[src/rtl/id_dispatch_if.sv]
// Bundle between fetch, register file, execute FIFO and writeback for id_dispatch.
// The master side is the surrounding pipeline; the slave side is the dispatch stage.
interface id_dispatch_if #(
    parameter int DATA_W  = 16,
    parameter int REG_AW  = 4,
    parameter int OPC_W   = 5,
    parameter int INSTR_W = 32
);
    localparam int NREG  = 2 ** REG_AW;
    localparam int PKT_W = 2 * DATA_W + OPC_W + REG_AW;

    logic               instr_valid;
    logic               instr_ready;
    logic [INSTR_W-1:0] instruction;
    logic [REG_AW-1:0]  rs1_addr;
    logic [REG_AW-1:0]  rs2_addr;
    logic [REG_AW-1:0]  rd_addr;
    logic [DATA_W-1:0]  rs1_data;
    logic [DATA_W-1:0]  rs2_data;
    logic               out_valid;
    logic               out_ready;
    logic [PKT_W-1:0]   out_data;
    logic               wb_valid;
    logic [REG_AW-1:0]  wb_rd;
    logic               illegal_op;
    logic [NREG-1:0]    busy_vec;

    modport master (
        output instr_valid, instruction, rs1_data, rs2_data, out_ready, wb_valid, wb_rd,
        input  instr_ready, rs1_addr, rs2_addr, rd_addr, out_valid, out_data, illegal_op, busy_vec
    );

    modport slave (
        input  instr_valid, instruction, rs1_data, rs2_data, out_ready, wb_valid, wb_rd,
        output instr_ready, rs1_addr, rs2_addr, rd_addr, out_valid, out_data, illegal_op, busy_vec
    );
endinterface

[src/rtl/id_dispatch.sv]
// Decode/dispatch stage: splits instructions, samples operands, queues packets in a 2-entry buffer.
// Optional RAW scoreboard enabled with `define ID_SCOREBOARD_EN.
`ifndef OP_MOV
`define OP_MOV            5'd0
`define OP_ADD            5'd1
`define OP_SUB            5'd2
`define OP_AND            5'd3
`define OP_OR             5'd4
`define OP_NOT            5'd5
`define OP_CMP            5'd6
`define OP_MULT           5'd7
`define OP_DIV            5'd8
`define OP_OB_CHECK       5'd9
`define OP_VELOCITY_GUARD 5'd10
`define OP_MOVE_LEFT      5'd11
`define OP_MOVE_RIGHT     5'd12
`define OP_STOP           5'd13
`define OP_CONTINUE       5'd14
`endif

module id_dispatch #(
    parameter int DATA_W  = 16,
    parameter int REG_AW  = 4,
    parameter int OPC_W   = 5,
    parameter int INSTR_W = 32
) (
    input logic          clk,
    input logic          reset,
    id_dispatch_if.slave bus
);
    localparam int NREG  = 2 ** REG_AW;
    localparam int PKT_W = 2 * DATA_W + OPC_W + REG_AW;
    localparam int LOW_W = INSTR_W - OPC_W - 3 * REG_AW;

    typedef enum logic [1:0] {CLS_R, CLS_C, CLS_ILL} op_class_t;

    logic [OPC_W-1:0]  opcode;
    logic [REG_AW-1:0] rd, rs1, rs2;
    op_class_t         cls;
    logic [PKT_W-1:0]  pkt;
    logic [PKT_W-1:0]  mem0, mem1;
    logic [1:0]        count;
    logic              pop, accept, push, hazard, illegal_q;
    logic              unused_low;

    assign opcode = bus.instruction[INSTR_W-1 -: OPC_W];
    assign rd     = bus.instruction[INSTR_W-OPC_W-1 -: REG_AW];
    assign rs1    = bus.instruction[INSTR_W-OPC_W-REG_AW-1 -: REG_AW];
    assign rs2    = bus.instruction[INSTR_W-OPC_W-2*REG_AW-1 -: REG_AW];
    assign unused_low = ^bus.instruction[LOW_W-1:0];

    assign bus.rd_addr  = rd;
    assign bus.rs1_addr = rs1;
    assign bus.rs2_addr = rs2;

    always_comb begin
        cls = CLS_ILL;
        case (opcode)
            `OP_MOV, `OP_ADD, `OP_SUB, `OP_AND, `OP_OR, `OP_NOT, `OP_CMP,
            `OP_MULT, `OP_DIV, `OP_OB_CHECK, `OP_VELOCITY_GUARD:   cls = CLS_R;
            `OP_MOVE_LEFT, `OP_MOVE_RIGHT, `OP_STOP, `OP_CONTINUE: cls = CLS_C;
            default:                                             cls = CLS_ILL;
        endcase
    end

    always_comb begin
        pkt = {{(2*DATA_W){1'b0}}, opcode, rd};
        if (cls == CLS_R) pkt = {bus.rs2_data, bus.rs1_data, opcode, rd};
    end

    assign pop             = (count != 2'd0) && bus.out_ready;
    assign bus.instr_ready = ((count < 2'd2) || pop) && !hazard;
    assign accept          = bus.instr_valid && bus.instr_ready;
    assign push            = accept && (cls != CLS_ILL);

    // mem0 is always the head; a pop that empties the buffer leaves mem0 alone
    // so out_data keeps its last value.
    always_ff @(posedge clk or posedge reset) begin
        if (reset) begin
            count     <= '0;
            mem0      <= '0;
            mem1      <= '0;
            illegal_q <= 1'b0;
        end else begin
            illegal_q <= accept && (cls == CLS_ILL);
            case ({push, pop})
                2'b10: begin
                    if (count == 2'd0) mem0 <= pkt;
                    else               mem1 <= pkt;
                    count <= count + 2'd1;
                end
                2'b01: begin
                    if (count == 2'd2) mem0 <= mem1;
                    count <= count - 2'd1;
                end
                2'b11: begin
                    if (count == 2'd1) begin
                        mem0 <= pkt;
                    end else begin
                        mem0 <= mem1;
                        mem1 <= pkt;
                    end
                end
                default: ;
            endcase
        end
    end

    assign bus.out_valid  = (count != 2'd0);
    assign bus.out_data   = mem0;
    assign bus.illegal_op = illegal_q;

`ifdef ID_SCOREBOARD_EN
    logic [NREG-1:0] busy, wb_mask, eff_busy;

    // Writeback bypass: a register retiring this cycle no longer blocks issue.
    always_comb begin
        wb_mask = '0;
        if (bus.wb_valid) wb_mask[bus.wb_rd] = 1'b1;
        eff_busy = busy & ~wb_mask;
        hazard   = (cls == CLS_R) && (eff_busy[rs1] || eff_busy[rs2] || eff_busy[rd]);
    end

    // The later set overrides the clear when both hit the same register.
    always_ff @(posedge clk or posedge reset) begin
        if (reset) begin
            busy <= '0;
        end else begin
            busy <= eff_busy;
            if (accept && (cls == CLS_R)) busy[rd] <= 1'b1;
        end
    end

    assign bus.busy_vec = busy;
`else
    logic unused_wb;
    assign unused_wb    = ^{bus.wb_valid, bus.wb_rd};
    assign hazard       = 1'b0;
    assign bus.busy_vec = '0;
`endif
endmodule

[src/flat_wrapper.sv]
// flat-port wrapper written by rule: the top's interface ports become plain ports
module id_dispatch_flat 
#(
    parameter int DATA_W  = 16,
    parameter int REG_AW  = 4,
    parameter int OPC_W   = 5,
    parameter int INSTR_W = 32
)
  (clk, reset, bus_instr_valid, bus_instruction, bus_rs1_data, bus_rs2_data, bus_out_ready, bus_wb_valid, bus_wb_rd, bus_instr_ready, bus_rs1_addr, bus_rs2_addr, bus_rd_addr, bus_out_valid, bus_out_data, bus_illegal_op, bus_busy_vec);
  id_dispatch_if #(.DATA_W(DATA_W), .REG_AW(REG_AW), .OPC_W(OPC_W), .INSTR_W(INSTR_W)) bus_i ();
  input logic clk;
  input logic reset;
  input wire logic [$bits(bus_i.instr_valid)-1:0] bus_instr_valid;
  input wire logic [$bits(bus_i.instruction)-1:0] bus_instruction;
  input wire logic [$bits(bus_i.rs1_data)-1:0] bus_rs1_data;
  input wire logic [$bits(bus_i.rs2_data)-1:0] bus_rs2_data;
  input wire logic [$bits(bus_i.out_ready)-1:0] bus_out_ready;
  input wire logic [$bits(bus_i.wb_valid)-1:0] bus_wb_valid;
  input wire logic [$bits(bus_i.wb_rd)-1:0] bus_wb_rd;
  output wire logic [$bits(bus_i.instr_ready)-1:0] bus_instr_ready;
  output wire logic [$bits(bus_i.rs1_addr)-1:0] bus_rs1_addr;
  output wire logic [$bits(bus_i.rs2_addr)-1:0] bus_rs2_addr;
  output wire logic [$bits(bus_i.rd_addr)-1:0] bus_rd_addr;
  output wire logic [$bits(bus_i.out_valid)-1:0] bus_out_valid;
  output wire logic [$bits(bus_i.out_data)-1:0] bus_out_data;
  output wire logic [$bits(bus_i.illegal_op)-1:0] bus_illegal_op;
  output wire logic [$bits(bus_i.busy_vec)-1:0] bus_busy_vec;
  assign bus_i.instr_valid = bus_instr_valid;
  assign bus_i.instruction = bus_instruction;
  assign bus_i.rs1_data = bus_rs1_data;
  assign bus_i.rs2_data = bus_rs2_data;
  assign bus_i.out_ready = bus_out_ready;
  assign bus_i.wb_valid = bus_wb_valid;
  assign bus_i.wb_rd = bus_wb_rd;
  assign bus_instr_ready = bus_i.instr_ready;
  assign bus_rs1_addr = bus_i.rs1_addr;
  assign bus_rs2_addr = bus_i.rs2_addr;
  assign bus_rd_addr = bus_i.rd_addr;
  assign bus_out_valid = bus_i.out_valid;
  assign bus_out_data = bus_i.out_data;
  assign bus_illegal_op = bus_i.illegal_op;
  assign bus_busy_vec = bus_i.busy_vec;
  id_dispatch #(.DATA_W(DATA_W), .REG_AW(REG_AW), .OPC_W(OPC_W), .INSTR_W(INSTR_W)) u_core (.clk(clk), .reset(reset), .bus(bus_i));
endmodule
[config.mk]
export PLATFORM = sky130hd
export DESIGN_NAME = id_dispatch_flat
export DESIGN_NICKNAME = d
export VERILOG_FILES = /design/src/rtl/id_dispatch_if.sv /design/src/rtl/id_dispatch.sv /design/src/flat_wrapper.sv
export SDC_FILE = /design/constraint.sdc
export NUM_CORES = 1
export LEC_CHECK = 0
export ABC_AREA = 0
export BUFFER_PORTS_ARGS = -buffer_cell sky130_fd_sc_hd__buf_2
export CAP_MARGIN = 15
export CORE_AREA = 4 4 120 122
export CTS_CLUSTER_DIAMETER = 30
export CTS_CLUSTER_SIZE = 24
export DETAILED_ROUTE_END_ITERATION = 10
export DIE_AREA = 0 0 124 126
export PLACE_DENSITY_LB_ADDON = 0.2
export SLEW_MARGIN = 5
export SYNTH_ARGS = -nofsm -noshare
export SYNTH_HDL_FRONTEND = slang
export SYNTH_SLANG_ARGS = --single-unit
export TNS_END_PERCENT = 50
[constraint.sdc]
create_clock -name clk -period 3.4 [get_ports clk]
set_input_delay 0.17 -clock clk [delete_from_list [all_inputs] [get_ports clk]]
set_output_delay 0.17 -clock clk [all_outputs]
set_load 0.02 [all_outputs]
-- Yosys cells after proc, flatten, opt, wreduce, memory -nomap -nowiden
Memory sizes are Yosys's and may differ from the RTL's.
Index checks and enable logic that the tools add are counted.
Widths: inputs -> output; s select.
- bits in registers: 85
- ROM bits: 32
- input port bits: 73
- output and inout bits: 72
- memories: 1
- add/subtract/negate cells: 2
- order comparisons: 1
- eq/ne operators: 11
- multiplexer cells: 10
- reductions and logical operators: 13
- memories (memory ; words ; width ; read ports ; clocked after memory_dff ; wr ports ; RTL line ; source):
    (name not given) ; 16 ; 2 ; 1 ; 0 ; 0 ; id_dispatch.sv:58 ; case (opcode)
- operators with widths (cell ; number):
    $mux 41 ; 6
    $pmux 41 s3 ; 1
    $pmux 41 s2 ; 1
    $eq 2x2->1 const B ; 4
    $ne 2x2->1 const B ; 3
    $reduce_and 3->1 ; 2
    $reduce_bool 2->1 ; 3
    $eq 2x1->1 const B ; 2
    $logic_and 1x1->1 ; 4
    $logic_not 2->1 ; 2
    $ne 2x1->1 const B ; 2
    $pmux 2 s2 ; 1
    $reduce_bool 3->1 ; 1
    $add 2x1->2 const B ; 1
    $lt 2x2->1 const B ; 1
    $mux 2 ; 1
    $sub 2x1->2 const B ; 1
    $logic_or 1x1->1 ; 1

-- Longest topological paths before layout
- word-level depth: 8
- depth in mapped cells: 12
- gate-level depth less buffers: 11

-- Worst setup path after synthesis
No wires, ideal clock.
- kind: reg-to-reg
- start: reg u_core.count[1]
- end: reg u_core.mem0[30] (netlist: u_core.bus.out_data[30])
- data arrival time: 2395 ps
- data required time: 3272 ps
- slack: 877 ps
- cell stages (with the launch flop): 13
- period minus slack after synthesis: 2523 ps
- cell sequence: dfrtp_1 > inv_1 > ha_1 > nand2b_2 > nand2_1 > nand3_1 > inv_1 > ha_1 > nor2b_1 > o21a_1 > clkbuf_1 > a22o_1 > mux2_1
- longest elaborated chain between the ends: 8
- elaborated cells on any way between the ends: 18
- classes of those cells: 1 x order compare; 7 x eq/ne; 2 x mux; 8 x reduce/logical
- ends and longest elaborated chain (element ; RTL line ; source):
    from (decl) ; id_dispatch.sv:42 ; logic [1:0] count;
    from (signal assigned) ; id_dispatch.sv:90 ; count <= count + 2'd1;
    from (signal assigned) ; id_dispatch.sv:94 ; count <= count - 2'd1;
    branches (longest 2 deep; another with $lt 2x2->1) ; -- ;
    $logic_or 1x1->1 * ; id_dispatch.sv:72 ; assign bus.instr_ready = ((count < 2'd2) || pop) && !hazard;
    named net bus_instr_ready ; flat_wrapper.sv:20 ; output wire logic [$bits(bus_i.instr_ready)-1:0] bus_instr_ready;
    $logic_and 1x1->1 * ; id_dispatch.sv:73 ; assign accept = bus.instr_valid && bus.instr_ready;
    $logic_and 1x1->1 * ; id_dispatch.sv:74 ; assign push = accept && (cls != CLS_ILL);
    $eq 2x1->1 or $eq 2x2->1 (tied branches) ; id_dispatch.sv:86 ; case ({push, pop})
    $ne 2x1->1 (no source line) or $reduce_bool 3->1 (tied branches) ; -- ;
    $reduce_and 3->1 (no source line) ; -- ;
    to (signal assigned) ; id_dispatch.sv:88 ; if (count == 2'd0) mem0 <= pkt;
    to (signal assigned) ; id_dispatch.sv:93 ; if (count == 2'd2) mem0 <= mem1;
    to (signal assigned) ; id_dispatch.sv:98 ; mem0 <= pkt;
    to (decl) ; id_dispatch.sv:41 ; logic [PKT_W-1:0] mem0, mem1;
Mark *: on every way through the listed nets, which the timed path passes.
A chain may end at the register's enable or synchronous reset.

-- Worst setup path in the final report
- start: reg u_core.count[0]
- end: reg u_core.mem1[3]
- longest elaborated chain between the ends: 8
- elaborated cells on any way between the ends: 15
- classes of those cells: 1 x order compare; 5 x eq/ne; 1 x mux; 8 x reduce/logical
- ends and longest elaborated chain (element ; RTL line ; source):
    branches (longest 8 deep; another with $lt 2x2->1) ; -- ;
    to (signal assigned) ; id_dispatch.sv:89 ; else mem1 <= pkt;
    to (signal assigned) ; id_dispatch.sv:101 ; mem1 <= pkt;
    to (decl) ; id_dispatch.sv:41 ;
Parallel ways; which one is timed is not known.

==> impl_results.md <==
- Busiest grt layer: met2
- Most frequent cells in the layout: buf_2, dfrtp_1, a22o_1, mux2_2, conb_1
- Post-CTS Resized: 0
- PwrDens: 914 mW/mm^2
- CTS root buf: clkbuf_16
- Slew margin rel.: 63.6%
- Setup tns final: 0 ns
- GP Congestion: 0.722
- DRT Pass-1 Iters: 4
- Data arrival, critical path: 2.97 ns
- CTS Buffer Depth: 2
- Setup violations, final: 0
- Leak: 0.00243 uW
- Peak VDD IR: 0.432 mV
- Design Area, Final: 0.00476 sq mm
- Max-Cap Viols: 0
- Row count: 42
- Max FO, Critical Path: 19
- Met3 usage in global routing: 4.30%
- Startpoint types: flip-flop
- CTS tree: yes
- Final Max Tran Viols: 0
- Final hold violations: 0
- Vias: 2,606
- Hold Crit Class: in -> reg
- DR iter-0 viols: 90
- DR vias/cell: 4.69
- Global Route Usage Sum: 11.8%
- Final Cycle Share: 80.6%
- Die height: 126 um
- Overflow after GRT: 0
- Max frequency: 365 MHz
- Final ANT Viol Nets: 0
- Die Width: 124 um
- Initial core utilization: 29.8%
- Wire length per cell: 16.1 um
- First-pass GRT wire length: 14,200 um
- GR met2 Demand/Resource: 19.2%
- Mapped cell area: 0.00393 sq mm
- Synth warnings: 0
- Layout cell share with drive strength beyond 1: 45.0%
- Number of antenna diodes: 0
- Nets@finish: 456
- Slack of the critical path: 0.658 ns
- RSZ-0062 raised after global routing: false
- Clock transition at path regs: 0.06 ns
- Clock Latency Late Sink: 0.34 ns
- Post-DP HPWL: 5800 um
- Post-DP Area: 0.00446 sq mm
- Worst setup EP type: flip-flop
- Final wirelength: 8940 um
- Clock skew: 0.00578 ns
- Number of global-route vias before repair: 2,683
- Core area: 0.0132 sq mm
- Post-synthesis sequential area ratio: 54.1%
- Dpl ws: 0.619 ns
- Postcts setup bufs: 0
- Critical path type: reg -> reg
- Critical Path RT: 3.62 ns
- M1 GR Usage: 14.4%
- I/O pin cnt: 145
- Final core utilization: 36.1%
- Hold_buf cts: 0
- Largest net degree at the start of global routing: 82
- Die ar.: 0.0156 sq mm
- Final Power: 4350 uW
- Post-synthesis register bit count: 85
- Sinks on Clock Net: 85
- Tmin final: 2.74 ns
- Post-synthesis cell type count: 28
- Worst-margin pin slew: 0.544 ns
- Layout Area Growth over Synthesis: 21.0%
- Synth Instances: 291
- # DRC: 0
- Status: finished, final reports clean
- PortBufs: 92
- Antenna violations before repair: 0
- CTS Buf Count: 9
- Synth Area per Inst: 13.5 sq um
- H-tree levels: 3
- Most common cell after layout, fill and taps aside: buf_2
-- synth_stat cells (all sizes together) --
cell,count,area share [%]
a211oi,2,0.51
a21o,2,0.38
a221oi,1,0.38
a22o,73,16
a41oi,1,0.41
and4,1,0.22
buf,39,7.5
clkbuf,7,0.67
conb,1,0.095
dfrtp,85,54
ha,7,2.2
inv,7,0.67
mux2,50,14
nand2,6,0.57
nand2b,1,0.22
nand3,1,0.13
nor2,1,0.095
nor2b,1,0.16
o211ai,1,0.19
o21a,1,0.19
o21ai,1,0.13
o22ai,1,0.32
xnor2,1,0.22
-- cells by family after synthesis --
kind of cell    share of synthesized area, %
flops                                   54.1
compound gates                          18.8
buf+inv                                 8.82
mux                                     14.3
simple gates                            1.40
fa+ha+maj                               2.23
other cells                           0.0954
xor+xnor                               0.223
-- power breakdown --
| group | internal (uW) | leakage, uW | switching [uW] |
|---|---|---|---|
| Clock | 510 | 0.000129 | 389 |
| Sequential | 1490 | 0.00111 | 239 |
| Combinational | 787 | 0.00119 | 932 |
-- layer usage --
metal | part of all wire (%) | wire [um]
met5 | 0 | 0
met4 | 1.5 | 134
met3 | 7.3 | 650
met1 | 45 | 4030
met2 | 46 | 4120
-- critical path: stages (launching register included) --
cell and delay (ns):
dfrtp_1 0.40, inv_1 0.08, ha_1 0.24, nand2b_2 0.22, nand2_1 0.11, nand3_1 0.14
inv_1 0.12, ha_1 0.17, nand2_1 0.12, o211ai_1 0.29, buf_4 0.37, mux2_2 0.37
-- state kept, by name, summed over array words and instances (netlist names) --
register / cells
u_core.count: 2
u_core.bus.out_data: 41
u_core.mem1: 41
u_core.bus.illegal_op: 1
-- stage by stage --
| step | std cells | hold WS (ns) |
|---|---|---|
| floorplan | 306 | 0.278 |
| global placement | 539 | 0.340 |
| detailed placement | 539 | 0.340 |
| CTS | 554 | 0.0391 |
| global route | 556 | 0.0437 |
| finish | 556 | 0.0573 |
-- area by class of cell --
cell class	instances	area, sq um
Inverter	7	28.8
Clock inverter	2	10.0
Sequential cell	85	2130
Timing Repair Buffer	105	581
Clock buffer	13	250
Fill cell	1296	8430
Multi-Input combinational cell	168	1540
Tap cell	176	220
-- worst paths after layout --
path                                         startpoint                 endpoint  slack [ns]  depth (start not counted)
worst max-delay path                    u_core.count[0]           u_core.mem1[3]        0.66                         11
worst min-delay path                    bus_instr_valid    u_core.bus.illegal_op        0.06                          3
worst max register to register          u_core.count[0]           u_core.mem1[3]        0.66                         11
worst min register to register  u_core.bus.out_data[32]  u_core.bus.out_data[32]        0.49                          1
max in group asynchronous                         reset   u_core.bus.out_data[1]        2.28                          5
min in group asynchronous                         reset  u_core.bus.out_data[16]        0.39                          3
Power figures use the tool's default switching activity.
